File: src/rtl/wash_pkg.sv
// Shared constants for the washing-machine controller: phase lengths in units
// and the unit-counter geometry used by wash_timer and the washing FSM.
package wash_pkg;

    localparam int unsigned UNITS_W = 3;

    localparam logic [UNITS_W-1:0] UNITS_MAX   = 3'd7;
    localparam logic [UNITS_W-1:0] FILL_UNITS  = 3'd2;
    localparam logic [UNITS_W-1:0] WASH_UNITS  = 3'd5;
    localparam logic [UNITS_W-1:0] RINSE_UNITS = 3'd2;
    localparam logic [UNITS_W-1:0] SPIN_UNITS  = 3'd1;

    localparam int unsigned FAST_SIM_CYCLES = 4;

endpackage

File: src/rtl/wash_prescaler.sv
// Cycle prescaler for the wash unit-time base: counts 0..CYCLES-1 while
// enabled, with synchronous clear, and emits a registered one-cycle wrap tick.
module wash_prescaler #(
    parameter int unsigned CYCLES = 100_000_000
) (
    input  logic clk,
    input  logic reset,
    input  logic clear,
    input  logic enable,
    output logic wrap,
    output logic tick
);

    localparam int unsigned PW = (CYCLES > 1) ? $clog2(CYCLES) : 1;
    localparam logic [PW-1:0] PRESC_MAX = PW'(CYCLES - 1);

    logic [PW-1:0] presc;
    logic [PW-1:0] presc_d;
    logic          tick_q;
    logic          tick_d;

    // Wrap is only taken on a running cycle; a stop on the wrap cycle defers it.
    assign wrap = !clear && enable && (presc == PRESC_MAX);

    always_comb begin
        presc_d = presc;
        tick_d  = 1'b0;
        if (clear) begin
            presc_d = '0;
        end else if (enable) begin
            if (presc == PRESC_MAX) begin
                presc_d = '0;
                tick_d  = 1'b1;
            end else begin
                presc_d = presc + PW'(1);
            end
        end
    end

    always_ff @(posedge clk or posedge reset) begin
        if (reset) begin
            presc  <= '0;
            tick_q <= 1'b0;
        end else begin
            presc  <= presc_d;
            tick_q <= tick_d;
        end
    end

    assign tick = tick_q;

endmodule

File: src/rtl/wash_timer.sv
// Unit-time base for the washing FSM: saturating unit counter plus done flags.
// Define WASH_TIMER_FAST_SIM_EN to shorten each unit to FAST_SIM_CYCLES clocks.
module wash_timer
    import wash_pkg::*;
#(
    parameter int unsigned UNIT_CYCLES = 100_000_000
) (
    input  logic               clk,
    input  logic               reset,
    input  logic               reset_timer,
    input  logic               timer_stop,
    output logic               done_1u,
    output logic               done_2u,
    output logic               done_5u,
    output logic               unit_tick,
    output logic [UNITS_W-1:0] elapsed_units
);

`ifdef WASH_TIMER_FAST_SIM_EN
    localparam int unsigned EFF_CYCLES = FAST_SIM_CYCLES;
`else
    localparam int unsigned EFF_CYCLES = UNIT_CYCLES;
`endif

    logic               wrap;
    logic               clear;
    logic [UNITS_W-1:0] units;
    logic [UNITS_W-1:0] units_d;

    assign clear = !reset_timer;

    wash_prescaler #(
        .CYCLES(EFF_CYCLES)
    ) u_prescaler (
        .clk   (clk),
        .reset (reset),
        .clear (clear),
        .enable(!timer_stop),
        .wrap  (wrap),
        .tick  (unit_tick)
    );

    always_comb begin
        units_d = units;
        if (clear) begin
            units_d = '0;
        end else if (wrap && (units != UNITS_MAX)) begin
            units_d = units + UNITS_W'(1);
        end
    end

    always_ff @(posedge clk or posedge reset) begin
        if (reset) begin
            units <= '0;
        end else begin
            units <= units_d;
        end
    end

    assign done_1u       = (units >= SPIN_UNITS);
    assign done_2u       = (units >= FILL_UNITS);
    assign done_5u       = (units >= WASH_UNITS);
    assign elapsed_units = units;

endmodule

File: config.mk
export PLATFORM = sky130hd
export DESIGN_NAME = wash_timer
export DESIGN_NICKNAME = d
export VERILOG_FILES = /design/src/rtl/wash_pkg.sv /design/src/rtl/wash_prescaler.sv /design/src/rtl/wash_timer.sv
export SDC_FILE = /design/constraint.sdc
export NUM_CORES = 1
export LEC_CHECK = 0
export ABC_CLOCK_PERIOD_IN_PS = 2710
export BUFFER_PORTS_ARGS = -buffer_cell sky130_fd_sc_hd__buf_2
export CORE_AREA = 2 2 70 72
export DETAILED_ROUTE_END_ITERATION = 8
export DIE_AREA = 0 0 72 74
export PLACE_DENSITY_LB_ADDON = 0.3
export SLEW_MARGIN = 20
export SYNTH_ARGS = -nofsm -noshare
export SYNTH_HDL_FRONTEND = slang
export SYNTH_HIERARCHICAL = 1
export SYNTH_SLANG_ARGS = --single-unit
export TNS_END_PERCENT = 10
File: constraint.sdc
create_clock -name clk -period 2.71 [get_ports clk]
set_input_delay 0.4065 -clock clk [delete_from_list [all_inputs] [get_ports clk]]
set_output_delay 0.4065 -clock clk [all_outputs]
set_load 0.1 [all_outputs]
# ---- Word-level counts from Yosys, hierarchy flattened
# Index checks and enable logic that the tools add are counted.
dict set report totals {
  ff_bits 31
  in_bits 4
  out_inout_bits 7
}
dict set report op_classes {
  add_sub_neg 2
  magnitude_cmp 3
  n_eq_ne 4
  n_mux 8
  reduce_logical 4
}
# op count
set ops {}
lappend ops {{two-way mux 27 bit} 3}
lappend ops {{adder 27 x 1 -> 27 bit (second input constant)} 1}
lappend ops {{== test 27 bit (second input constant)} 1}
lappend ops {{two-way mux 3 bit} 2}
lappend ops {{adder 3 x 1 -> 3 bit (second input constant)} 1}
lappend ops {{>= comparator 3 x 1 -> 1 bit (second input constant)} 1}
lappend ops {{>= comparator 3 x 2 -> 1 bit (second input constant)} 1}
lappend ops {{>= comparator 3 bit (second input constant)} 1}
lappend ops {{logical AND 1 bit} 3}
lappend ops {{two-way mux 1 bit} 3}
lappend ops {{inequality test 3 bit (second input constant)} 1}
lappend ops {{inequality test 2 x 1 -> 1 bit (second input constant)} 1}
lappend ops {{inequality test 2 bit (second input constant)} 1}
lappend ops {{zero test 1 bit} 1}

# ---- Logic depth before layout (Yosys ltp)
dict set report depth {
  word_depth 6
  mapped_depth 6
}

# ---- Modules after synthesis
# Netlist, hierarchy kept.
# module instances cells_per_inst area_each_um2 seq_area_each_um2
set modules_own_cells {}
lappend modules_own_cells {wash_prescaler 1 191 1734.2 700.7}
lappend modules_own_cells {wash_timer 1 24 229.0 75.1}

# ---- Worst setup path after synthesis
# OpenSTA, ideal clock, no wires.
dict set report synth_path {
  path_type {reg2out}
  startpoint {reg units[1], in the netlist elapsed_units[1]}
  endpoint {out done_1u}
  arrival_ns 2.147
  required_time_ns 2.304
  path_slack_ns 0.157
  path_stages_with_launch 4
  path_buffers 0
  cell_sequence {dfrtp_1 inv_1 ha_1 or4_1}
}
dict set report synth_between {
  elab_chain_cells 1
}
# element line_no
set synth_rtl {}
lappend synth_rtl {{from (decl)} wash_timer.sv:27} ;# logic [UNITS_W-1:0] units;
lappend synth_rtl {{from (signal assigned)} wash_timer.sv:56} ;# units <= units_d;
lappend synth_rtl {{>= comparator 3 x 1 -> 1 bit} wash_timer.sv:60} ;# assign done_1u = (units >= SPIN_UNITS);
lappend synth_rtl {{to (decl)} wash_timer.sv:12} ;# output logic done_1u,
# Every way passes these cells.

# ---- Worst setup path in the final report
dict set report layout_path {
  startpoint {reg u_prescaler.presc[12]}
  endpoint {reg units[2], in the netlist elapsed_units[2]}
}
dict set report layout_between {
  elab_chain_cells 4
}
# element line_no
set layout_rtl {}
lappend layout_rtl {{from (decl)} wash_prescaler.sv:17} ;# logic [PW-1:0] presc;
lappend layout_rtl {{from (signal assigned)} wash_prescaler.sv:45} ;# presc <= presc_d;
lappend layout_rtl {{== test 27 bit} wash_prescaler.sv:23} ;# assign wrap = !clear && enable && (presc == PRESC_MAX);
lappend layout_rtl {{logical AND 1 bit} wash_prescaler.sv:23}
lappend layout_rtl {{via wrap} wash_timer.sv:25} ;# logic wrap;
lappend layout_rtl {{logical AND 1 bit} wash_timer.sv:47} ;# end else if (wrap && (units != UNITS_MAX)) begin
lappend layout_rtl {{inequality test 2 x 1 -> 1 bit (no source line)} --}
# The timed path passes the listed nets, and every way through them passes these cells.
# A chain may end at the register's enable or synchronous reset.

==> results_dict.tcl <==
set metrics [dict create \
    critPathBufInv 0 \
    critical-path-top-delay-family "simple AND/OR/NAND/NOR gates" \
    worstPathRequired_ns 2.92 \
    start_kind "register" \
    synthArstFlopShare 1.00 \
    crit_type "register to register" \
    post_drt_via_cell_ratio 5.91 \
    die_y_um 74 \
    synth_top_area_frac 0.395 \
    final_antenna_net_count 0 \
    synth_commonest_cells "dfrtp_1 (31), nand2_1 (20), nand3_1 (17), a21oi_1 (16), nor2_1 (15)" \
    place_hpwl_um 3000 \
    setup_viol 0 \
    rsz0062_at_grt "no" \
    vias 1696 \
    p_switching_uw 213 \
    grt_pass1_wl_um 7520 \
    post_dp_cell_area_sq_um 2110 \
    path_max_fanout 7 \
    core-area_sq_um 4600 \
    max_freq_mhz 410 \
    synth_area_sq_um 1960 \
    synth_area_leader_cell "dfrtp_1" \
    wl_per_cell_um 15.5 \
    seq_power_share 0.537 \
    syn_avg_cell_area_sq_um 9.13 \
    root_buffer "clkbuf_8" \
    globalRouteOverflowTotal 0 \
    syn-num-nets 224 \
    ys.flop_type "dfrtp_1" \
    area_growth_syn_to_layout_pct 11.9 \
    clkSinkCount 31 \
    status "finished clean" \
    clk_path_buf_depth 2 \
    clock_power_share 0.410 \
    fin_cells 287 \
    start_util 0.427 \
    place_ws_ns 0.303 \
    route.detailed.drc 0 \
    synth_area_leaders "dfrtp_1 (40%), nand3_1 (4.3%), a21oi_1 (4.1%)" \
    synth_cells 215 \
    synth.most_common_cell "dfrtp_1" \
    grt_pass1_vias 1577 \
    dp_cells 278 \
    synth_seq_cells 31 \
    dr.pass1.iters 4 \
    finalHoldViolations 0 \
    fin_ws_ns 0.272 \
    skew_ns 0.00768 \
    relSlewSlack 0.626 \
    power_frac_comb 0.053 \
    tightest_slew_ns 0.556 \
    slowest_stage "or4b_2" \
    worstPathCellList "or4b_2 > nor4_4 > nand2_1 > nor4_1 > nor2b_1 > mux2i_1" \
    clk-insertion-delay-late_ns 0.29 \
    min_path_type "input pin to register" \
    power_per_cell_area_nw_per_um2 396 \
    fin_area_sq_um 2200 \
    path_clk_slew_ns 0.07 \
    ys_warn_count 6 \
    grt_use_total 0.183 \
    irDropWorstVdd_mv 0.256 \
    row_count 25 \
    die_w_um 72 \
    cts_tree "built" \
    io_buffers 10 \
    end_kind "register" \
    layout_min_cycle_time_ns 2.44 \
    finalSetupTns_ns 0 \
    first_iter_violations 74 \
    ys_types 46 \
    gp_congestion 0.783 \
    drive_above_1_share 0.159 \
    maxCapViolations 0 \
    max_stage_delay_ns 0.74 \
    min_period_over_period 0.900 \
    power.leakage_nw 0.984 \
    floorplan.die_area_sq_um 5330 \
    antenna_found_initial 0 \
    synth_seq_area_share 0.395 \
    intPower_uw 657 \
    grt_max_degree 29 \
    power_uw 871 \
    cts_resized 0 \
    cp.arrival_ns 2.65 \
    diodes 0 \
    synth_edf_count 0 \
    h-tree-depth 2 \
    sw_frac_of_total 0.245 \
    wl_um 4440 \
    pin_count 11 \
    finalMaxSlewViolations 0 \
    final_core_util 0.478 \
    nets 241 \
    cts_buffers 5 \
    hold_slack_ns 0.411 \
]
path summary, 6_finish.rpt:
| kind | from | to | slack [ns] | cells after the start |
|---|---|---|---|---|
| max | u_prescaler/presc[12]$_DFFE_PP0P_ | elapsed_units[2]$_DFFE_PP0P_ | 0.27 | 6 |
| max in group asynchronous | reset | u_prescaler/presc[2]$_DFFE_PP0P_ | 1.68 | 4 |
| max reg2reg | u_prescaler/presc[12]$_DFFE_PP0P_ | elapsed_units[2]$_DFFE_PP0P_ | 0.27 | 6 |
| min reg2reg | u_prescaler/presc[1]$_DFFE_PP0P_ | u_prescaler/presc[1]$_DFFE_PP0P_ | 0.57 | 2 |
| min in group asynchronous | reset | elapsed_units[0]$_DFFE_PP0P_ | 0.53 | 3 |
| min | reset_timer | elapsed_units[1]$_DFFE_PP0P_ | 0.41 | 2 |
cells in the final DEF, fill, tap and decap left out, types with 3 or more instances in the layout:
master / netlist / final
dfrtp_1: 31 / 31
a22oi_1: 3 / 3
nand4_1: 5 / 5
clkbuf_8: 0 / 5
nor4_4: 3 / 3
or3_1: 4 / 4
xor2_1: 7 / 7
nor2_1: 15 / 15
buf_2: 1 / 10
or4_1: 5 / 5
nor4_1: 3 / 3
a21oi_1: 16 / 16
inv_1: 11 / 11
buf_4: 0 / 8
xnor2_1: 3 / 3
o21ai_0: 8 / 8
and3_1: 7 / 7
nand3_1: 17 / 17
nand2b_1: 4 / 4
nand2_1: 20 / 20
nand3b_1: 3 / 3
ha_1: 5 / 5
o32ai_1: 4 / 4
mux2i_1: 4 / 4
a31oi_1: 3 / 3
metal layers:
metal  up-vias  track usage  wire length, um
met3         5       0.0339              170
li1        831            -                -
met4         0       0.0839               63
met5         -            0                0
met1       818        0.242             2170
met2        42        0.294             2040
worst register-to-register path: cells and delay by family (launching register included):
kind	cells	cell delay, ns
flip-flops	1	0.44
multiplexers	1	0.22
AND/OR/NAND/NOR	5	1.72
flip-flops by register name, indices dropped and copies added, names as in the netlist:
register           cells
u_prescaler/presc     27
u_prescaler/tick       1
elapsed_units          3
layout make-up:
class | count | area (sq um)
clock inverters | 1 | 5.00
repair buffers | 19 | 120
multi-input cells | 164 | 1110
flip-flops and latches | 31 | 776
fillers | 437 | 2400
inverters | 11 | 41.3
well taps | 54 | 67.6
clock buffers | 7 | 76.3
power by group through the flow:
stage	Clock (mW)	Sequential [mW]	Combinational (mW)
floorplan	0	0.475	0.0294
global placement	0	0.476	0.0456
detailed placement	0	0.476	0.0459
CTS	0.368	0.467	0.0471
global route	0.391	0.467	0.0521
finish	0.357	0.467	0.0462
kinds of logic after synthesis:
logic type | count (synthesis) | synth area share
adder cells (fa/ha/maj) | 5 | 0.0319
AND/OR/NAND/NOR | 105 | 0.342
multiplexers | 4 | 0.0204
buffers and inverters | 20 | 0.0389
flip-flops | 31 | 0.395
AO/OA/AOI/OAI | 40 | 0.127
XOR/XNOR | 10 | 0.0446
timing repair:
action | CTS | global route
hold buffers | 1 | 0
setup buffers | 0 | 0
endpoints found under the hold margin | 3 | 0
(Power assumes the default switching activity.)
